$ cat src/rtl/pe_relay_fifo.sv
// rtl/pe_relay_fifo.sv - multi-channel elastic pass-through relay with occupancy and stall statistics
module pe_relay_fifo #(
    parameter int NUM_CH     = 3,
    parameter int DATA_WIDTH = 130,
    parameter int DEPTH      = 4,
    parameter int ADDR_BITS  = 2,
    parameter int CNT_WIDTH  = 16
) (
    input  logic                              clk,
    input  logic                              reset,
    input  logic                              ap_start,
    input  logic                              clr_stats,
    input  logic [NUM_CH*DATA_WIDTH-1:0]      in_data,
    input  logic [NUM_CH-1:0]                 in_valid,
    output logic [NUM_CH-1:0]                 in_ready,
    output logic [NUM_CH*DATA_WIDTH-1:0]      out_data,
    output logic [NUM_CH-1:0]                 out_valid,
    input  logic [NUM_CH-1:0]                 out_ready,
    output logic [NUM_CH*(ADDR_BITS+1)-1:0]   occupancy,
    output logic [NUM_CH*CNT_WIDTH-1:0]       stall_cnt
);

    localparam int OCC_W = ADDR_BITS + 1;
    localparam logic [OCC_W-1:0] OCC_FULL = OCC_W'(DEPTH);

    logic [DATA_WIDTH-1:0] mem_q    [NUM_CH][DEPTH];
    logic [DATA_WIDTH-1:0] mem_d    [NUM_CH][DEPTH];
    logic [ADDR_BITS-1:0]  wr_ptr_q [NUM_CH];
    logic [ADDR_BITS-1:0]  wr_ptr_d [NUM_CH];
    logic [ADDR_BITS-1:0]  rd_ptr_q [NUM_CH];
    logic [ADDR_BITS-1:0]  rd_ptr_d [NUM_CH];
    logic [OCC_W-1:0]      occ_q    [NUM_CH];
    logic [OCC_W-1:0]      occ_d    [NUM_CH];
    logic [CNT_WIDTH-1:0]  stall_q  [NUM_CH];
    logic [CNT_WIDTH-1:0]  stall_d  [NUM_CH];

    logic [NUM_CH-1:0] push;
    logic [NUM_CH-1:0] pop;

    // Handshake outputs and export views; head word is forced to zero when empty so it is never X.
    always_comb begin
        in_ready  = '0;
        out_valid = '0;
        out_data  = '0;
        occupancy = '0;
        stall_cnt = '0;
        push      = '0;
        pop       = '0;
        for (int c = 0; c < NUM_CH; c++) begin
            in_ready[c]  = !reset && (occ_q[c] != OCC_FULL);
            out_valid[c] = !reset && ap_start && (occ_q[c] != '0);
            push[c]      = in_valid[c] && in_ready[c];
            pop[c]       = out_valid[c] && out_ready[c];
            if (occ_q[c] != '0) begin
                out_data[c*DATA_WIDTH +: DATA_WIDTH] = mem_q[c][rd_ptr_q[c]];
            end
            occupancy[c*OCC_W +: OCC_W]         = occ_q[c];
            stall_cnt[c*CNT_WIDTH +: CNT_WIDTH] = stall_q[c];
        end
    end

    // Next-state for pointers, occupancy, storage and the saturating stall counters.
    always_comb begin
        mem_d    = mem_q;
        wr_ptr_d = wr_ptr_q;
        rd_ptr_d = rd_ptr_q;
        occ_d    = occ_q;
        stall_d  = stall_q;
        for (int c = 0; c < NUM_CH; c++) begin
            wr_ptr_d[c] = wr_ptr_q[c] + ADDR_BITS'(push[c]);
            rd_ptr_d[c] = rd_ptr_q[c] + ADDR_BITS'(pop[c]);
            occ_d[c]    = occ_q[c] + OCC_W'(push[c]) - OCC_W'(pop[c]);
            if (push[c]) begin
                mem_d[c][wr_ptr_q[c]] = in_data[c*DATA_WIDTH +: DATA_WIDTH];
            end
            if (clr_stats) begin
                stall_d[c] = '0;
            end else if ((occ_q[c] != '0) && ap_start && !out_ready[c] && (stall_q[c] != '1)) begin
                stall_d[c] = stall_q[c] + CNT_WIDTH'(1);
            end
        end
    end

    // Control state register; reset discards buffered data by clearing pointers and occupancy.
    always_ff @(posedge clk) begin
        if (reset) begin
            wr_ptr_q <= '{default: '0};
            rd_ptr_q <= '{default: '0};
            occ_q    <= '{default: '0};
            stall_q  <= '{default: '0};
        end else begin
            wr_ptr_q <= wr_ptr_d;
            rd_ptr_q <= rd_ptr_d;
            occ_q    <= occ_d;
            stall_q  <= stall_d;
        end
    end

    // Payload storage is deliberately left unreset.
    always_ff @(posedge clk) begin
        mem_q <= mem_d;
    end

endmodule

$ cat config.mk
export PLATFORM = sky130hd
export DESIGN_NAME = pe_relay_fifo
export DESIGN_NICKNAME = d
export VERILOG_FILES = /design/src/rtl/pe_relay_fifo.sv
export SDC_FILE = /design/constraint.sdc
export NUM_CORES = 1
export LEC_CHECK = 0
export CAP_MARGIN = 10
export CORE_MARGIN = 1.5
export CORE_UTILIZATION = 50
export CTS_BUF_LIST = sky130_fd_sc_hd__clkbuf_8
export DETAILED_ROUTE_END_ITERATION = 10
export HOLD_SLACK_MARGIN = 0.08
export PLACE_DENSITY = 0.74
export SYNTH_ARGS = -nofsm -noshare
export SYNTH_HDL_FRONTEND = slang
export SYNTH_SLANG_ARGS = --single-unit
$ cat constraint.sdc
create_clock -name clk -period 14.7 [get_ports clk]
set_clock_uncertainty 0.15 [all_clocks]
set_input_delay 2.94 -clock clk [delete_from_list [all_inputs] [get_ports clk]]
set_output_delay 2.94 -clock clk [all_outputs]
set_load 0.05 [all_outputs]
==> impl_metrics.yaml, run 1 <==
final_layout:
  areaGrowthSynthToFinish_pct: 24.5
  nets: 4325
  drive_gt1_frac: 0.189
  fillerInstances: 8579
  final_cell_count_no_fill: 5759
grt:
  grt_max_degree: 131
  grt_pass1_vias: 33037
  grt_pass1_wl_um: 216000
  track_usage: 0.234
  antenna_found_initial: 38
  grt_overflow: 0
pwr:
  vdd_drop_max_mv: 0.134
  p_leak_nw: 24.5
  p_per_area_nw_per_um2: 165
clock_tree:
  numCtsBuffers: 282
  hold_buffers: 0
  cts_resized: 0
  clk_path_buf_depth: 4
  cts_tree: "yes"
  clockRootBuffer: "clkbuf_8"
  clk_latency_ps: 970
  htreeDepth: 5
  cts.sinks: 1629
  post_cts_buffers: 0
  path_clk_slew_ps: 50
critical_path:
  cp_common_cell: "clkdlybuf4s50_1"
  reg2reg_from: "occupancy[7]"
  critPathTopFamily: "buffers and inverters"
  path_class: "in2out"
  crit_buf_inv: 2
  cp_slowest_stage_delay_ps: 810
  arrival_ps: 4780
  cp_max_fo: 9
  critPathLaunch: "ap_start"
  path_cells: "clkdlybuf4s50_1, nand2b_1, nor2_1, clkdlybuf4s50_1"
  start_kind: "primary input"
  end_kind: "output port"
  worst_path_max_delay_cell: "clkdlybuf4s50_1"
  cp.required_ps: 11610
timing:
  setup_viol: 0
  slew_headroom: 0.292
  worst_pin_slew_ps: 1050
  max_freq_mhz: 127
  drv_slew: 0
  layout_min_cycle_time_ps: 7870
  rsz0062_at_grt: "no"
  fin_crit_sh: 0.535
  fin_setup_tns_ps: 0
  finalHoldViolCount: 0
synth:
  synth_seq_cells: 1629
  synth_edf_count: 1560
  synth-async-reset-ratio: 0
  yosysTopAreaCell: "edfxtp_1"
  ys.flop_type: "edfxtp_1"
  synth_area_um2: 62200
  synth_top_area_frac: 0.753
  yosysWarnings: 0
  syn_area_per_cell_um2: 21.5
  synthTopCellsByArea: "edfxtp_1, mux4_2, and2_1"
  syn_nets: 3308
  yosysUniqueCellTypes: 46
  seq_area_frac_synth: 0.775
  syn_inst: 2896
status:
  outcome: "complete, no violations"
die:
  fp.dieW_um: 356
  io_pins: 853
  num_rows: 129
  die_h_um: 356
  die_area_um2: 127000
  core_area_um2: 124000
  start_util: 0.503
route:
  wl_um: 150000
  via_count: 32201
  drc_errors: 0
  viasPerCell: 5.59
  routedWlPerCell_um: 26.0
  drt_iter0_drc: 2707
  antenna_left: 0
  dr.pass1.iters: 5
placement:
  post-place-cells: 5266
  gp_congestion: 0.828
  placement.io_buffers: 852
  dpl.hpwl_um: 94300
min_path:
  holdCritStartpoint: "stall_cnt[31]"
  hp-class: "reg2reg"
flow_run:
  maxCapViolCount: 0
## power by group
group / internal (mW) / switching [mW]
logic: 1.23 / 2.59
registers: 5.30 / 0.0720
clock network: 1.85 / 1.71
## per-stage QoR
step           total power [mW]   util  hold slack (ps)  setup slack (ps)  area (um^2)
6_report                   12.8  0.626              350              6830        77500
5_1_grt                    13.2  0.626              382              6710        77400
4_1_cts                    12.9  0.626              349              6830        77400
3_5_place_dp               9.32  0.587              335              6840        72600
3_3_place_gp               9.30  0.587              327              6840        72600
2_1_floorplan              7.88      -              383              99.5        62200
## per-layer routing
layer,track usage,vias up,share of wire
met5,0,-,0.0014
met3,0.0971,321,0.11
met1,0.282,16553,0.36
met4,0.104,32,0.038
li1,-,13955,-
met2,0.371,1340,0.49
## worst min-delay path: cells and delay by family (launching register included)
kind | cells | cell delay (ps)
flip-flops | 1 | 330
AO/OA/AOI/OAI | 2 | 130
## layout make-up
class,instances,area [um^2],area share
Antenna cell,28,70.1,0.000905
Tap cell,1637,2050,0.0264
Inverter,10,37.5,0.000485
Timing Repair Buffer,884,8880,0.115
Multi-Input combinational cell,1106,13400,0.173
Sequential cell,1629,48200,0.623
Clock inverter,175,772,0.00997
Clock buffer,290,3990,0.0515
## final timing paths
kind,end,slack [ps],depth (start not counted)
hold / removal,stall_cnt[31],350,2
hold reg to reg,stall_cnt[31],350,2
setup / recovery,out_valid[0],6830,4
setup reg to reg,mem_q[80],10750,7
## cells in the final DEF, fill, tap and decap left out, types with 4 or more instances in the layout
cell             instances
dfxtp_4                  6
nor3b_2                  6
and4_1                   7
buf_12                   9
nor4_1                   7
clkdlybuf4s50_1        851
nand4_1                 16
clkinvlp_4               8
a31oi_1                  7
or3_1                   13
clkinv_1                45
clkbuf_8               290
clkinv_2                18
o21ai_0                  9
o41ai_1                  5
xnor2_1                  9
nor3_1                   8
edfxtp_1              1560
mux4_2                 390
xor2_1                   9
inv_1                  110
diode_2                 28
nand3_1                 13
or4_1                   24
dfxtp_1                 63
o31ai_1                 20
o311ai_0                 5
nor2_1                  35
a21oi_1                 31
a41o_1                   5
and3_1                   5
nor3_2                   4
and2_1                 390
buf_4                   23
nor2b_1                  9
mux2i_1                  4
nand2_1                 35
ha_1                     9
## flip-flops by register name (all words and copies together) (netlist names)
register	flops
mem_q	1560
rd_ptr_q	6
stall_cnt	48
wr_ptr_q	6
occupancy	9
## synth_stat cells, types with 5 or more instances
| cell | count |
|---|---|
| xor2_1 | 9 |
| or4_1 | 24 |
| and2_1 | 390 |
| clkbuf_1 | 103 |
| nor2_1 | 36 |
| xnor2_1 | 9 |
| o311ai_0 | 5 |
| inv_1 | 10 |
| edfxtp_1 | 1560 |
| or3_1 | 16 |
| buf_1 | 14 |
| a31oi_1 | 7 |
| nor4_1 | 7 |
| mux4_2 | 390 |
| o21ai_0 | 9 |
| nor3_1 | 12 |
| o41ai_1 | 5 |
| nand2_1 | 35 |
| nor3b_1 | 7 |
| a41o_1 | 5 |
| dfxtp_1 | 69 |
| buf_2 | 34 |
| and3_1 | 8 |
| nand4_1 | 16 |
| a21oi_1 | 31 |
| nor2b_1 | 9 |
| nand3_1 | 13 |
| o31ai_1 | 20 |
| ha_1 | 9 |
| and4_1 | 7 |
## kinds of logic after synthesis
| logic type | after synthesis | synth area share |
|---|---|---|
| DFF | 1629 | 0.775 |
| xor gates and xnor gates | 18 | 0.00253 |
| buffers and inverters | 161 | 0.0104 |
| and+or+nand+nor | 594 | 0.0577 |
| AOI/OAI and AO/OA | 88 | 0.00939 |
| muxes | 394 | 0.142 |
| adders and majority gates | 12 | 0.00278 |
No activity file was read; power rests on OpenSTA's default activity.
==> inputs of run 2 (changes only) <==
Settings changed: PLACE_DENSITY 0.74 to 0.77.
Clock period 14.7 ns to 6.68 ns, I/O delays scaled along.
==> run 2 against run 1 <==
Combinational power increased by 120%. Setup slack worse by 5500 ps. Clock-buffer cell count decreased by 4. Global-route usage up 0.39 points. Critical path type is now reg2out. Largest cell class unchanged. Largest power group unchanged.
==> impl_metrics.yaml, run 2 (synthesis results as in run 1) <==
timing:
  rsz0062_at_grt: "no"
  setup_viol: 0
  drv_slew: 0
  max_freq_mhz: 187
  fin_crit_sh: 0.799
  fin_setup_tns_ps: 0
  finalWorstSetupSlack_ps: 1340
  worst_pin_slew_ps: 1080
  slew_headroom: 0.281
  layout_min_cycle_time_ps: 5340
  finalHoldViolCount: 0
route:
  via_count: 32402
  wl_um: 152000
  drt_iter0_drc: 2872
  antenna_left: 0
  viasPerCell: 5.61
  dr.pass1.iters: 5
  routedWlPerCell_um: 26.2
  drc_errors: 0
flow_run:
  maxCapViolCount: 0
clock_tree:
  htreeDepth: 5
  path_clk_slew_ps: 60
  numCtsBuffers: 278
  clockRootBuffer: "clkbuf_8"
  post_cts_buffers: 0
  cts_resized: 0
  hold_buffers: 0
  clk_latency_ps: 950
  cts.sinks: 1629
  cts_tree: "yes"
  clk_path_buf_depth: 4
die:
  core_area_um2: 124000
  start_util: 0.503
  num_rows: 129
  fp.dieW_um: 356
  die_area_um2: 127000
  io_pins: 853
  die_h_um: 356
pwr:
  p_total_mw: 28.1
  p_leak_nw: 24.7
  vdd_drop_max_mv: 0.327
  p_per_area_nw_per_um2: 361
grt:
  antenna_found_initial: 42
  track_usage: 0.238
  grtUsageMet3: 0.101
  grt_use_met1: 0.284
  grt_pass1_wl_um: 220000
  grt_overflow: 0
  use_met2: 0.376
  busiest_layer: "met2"
  grt_pass1_vias: 33546
  grt_max_degree: 131
critical_path:
  r2r_setup_slack_ps: 3360
  r2r-end: "mem_q[6]"
  start_kind: "flip-flop"
  reg2reg_depth: 6
  cp.required_ps: 5190
  end_kind: "output port"
  arrival_ps: 3850
  reg2reg_from: "occupancy[7]"
  cp_max_fo: 87
  path_class: "reg2out"
final_layout:
  final_common_cell: "edfxtp_1"
  areaGrowthSynthToFinish_pct: 25.1
  regMostFlops: "mem_q"
  drive_gt1_frac: 0.192
  layout_common_cells: "edfxtp_1, clkdlybuf4s50_1, mux4_2, and2_1, clkbuf_8"
  nets: 4351
  largest_register_ff_count: 1560
status:
  outcome: "complete, no violations"
min_path:
  hold_end: "stall_cnt[31]"
  holdCritStartpoint: "stall_cnt[31]"
  whs_path_depth: 2
  hp-class: "reg2reg"
placement:
  pre_cts_ws_ps: 2000
  gp_congestion: 0.841
  placement.io_buffers: 852
  dpl.hpwl_um: 99000
-- run 2: cell type report --
type / instances / area (um^2)
diodes: 28 / 70.1
multi-input cells: 1106 / 13500
fillers: 8425 / 45800
repair buffers: 914 / 9290
well taps: 1637 / 2050
inverters: 10 / 37.5
clock inverters: 165 / 739
clock buffers: 286 / 3940
flip-flops and latches: 1629 / 48200
-- run 2: worst max-delay path, cell delays in order, from the launching register on --
cell,delay [ps]
dfxtp_1,480
or3_4,790
buf_4,450
and2_1,180
clkdlybuf4s50_1,900
-- run 2: power by group --
group	switching (mW)	total, mW	internal [mW]
sequential	0.166	11.8	11.7
combinational	5.70	8.48	2.77
clock	3.73	7.77	4.04
-- run 2: worst max path at each step --
| stage | start | end | slack [ps] | cells past startpoint |
|---|---|---|---|---|
| after floorplan | reset | mem_q[260] | -30 | 4 |
| after global placement | reset | in_ready[2] | 1970 | 3 |
| after detailed placement | ap_start | out_valid[1] | 2000 | 5 |
| after CTS | rd_ptr_q[0] | out_data[339] | 1130 | 4 |
| after global routing | rd_ptr_q[0] | out_data[365] | 1050 | 4 |
| final | occupancy[8] | out_data[319] | 1340 | 4 |
-- run 2: stage by stage --
step                cells  hold WS, ps  utilization  cell area, um^2
finish               5775          365        0.629            77800
global route         5769          391        0.629            77800
CTS                  5747          363        0.629            77800
detailed placement   5296          354        0.591            73100
global placement     5296          339        0.591            73100
floorplan            2896          453            -            62300
-- run 2: routing by layer --
layer | share of wire | wire length [um]
met1 | 0.36 | 54700
met5 | 0.0013 | 196
met4 | 0.037 | 5620
met2 | 0.49 | 75000
met3 | 0.11 | 16100
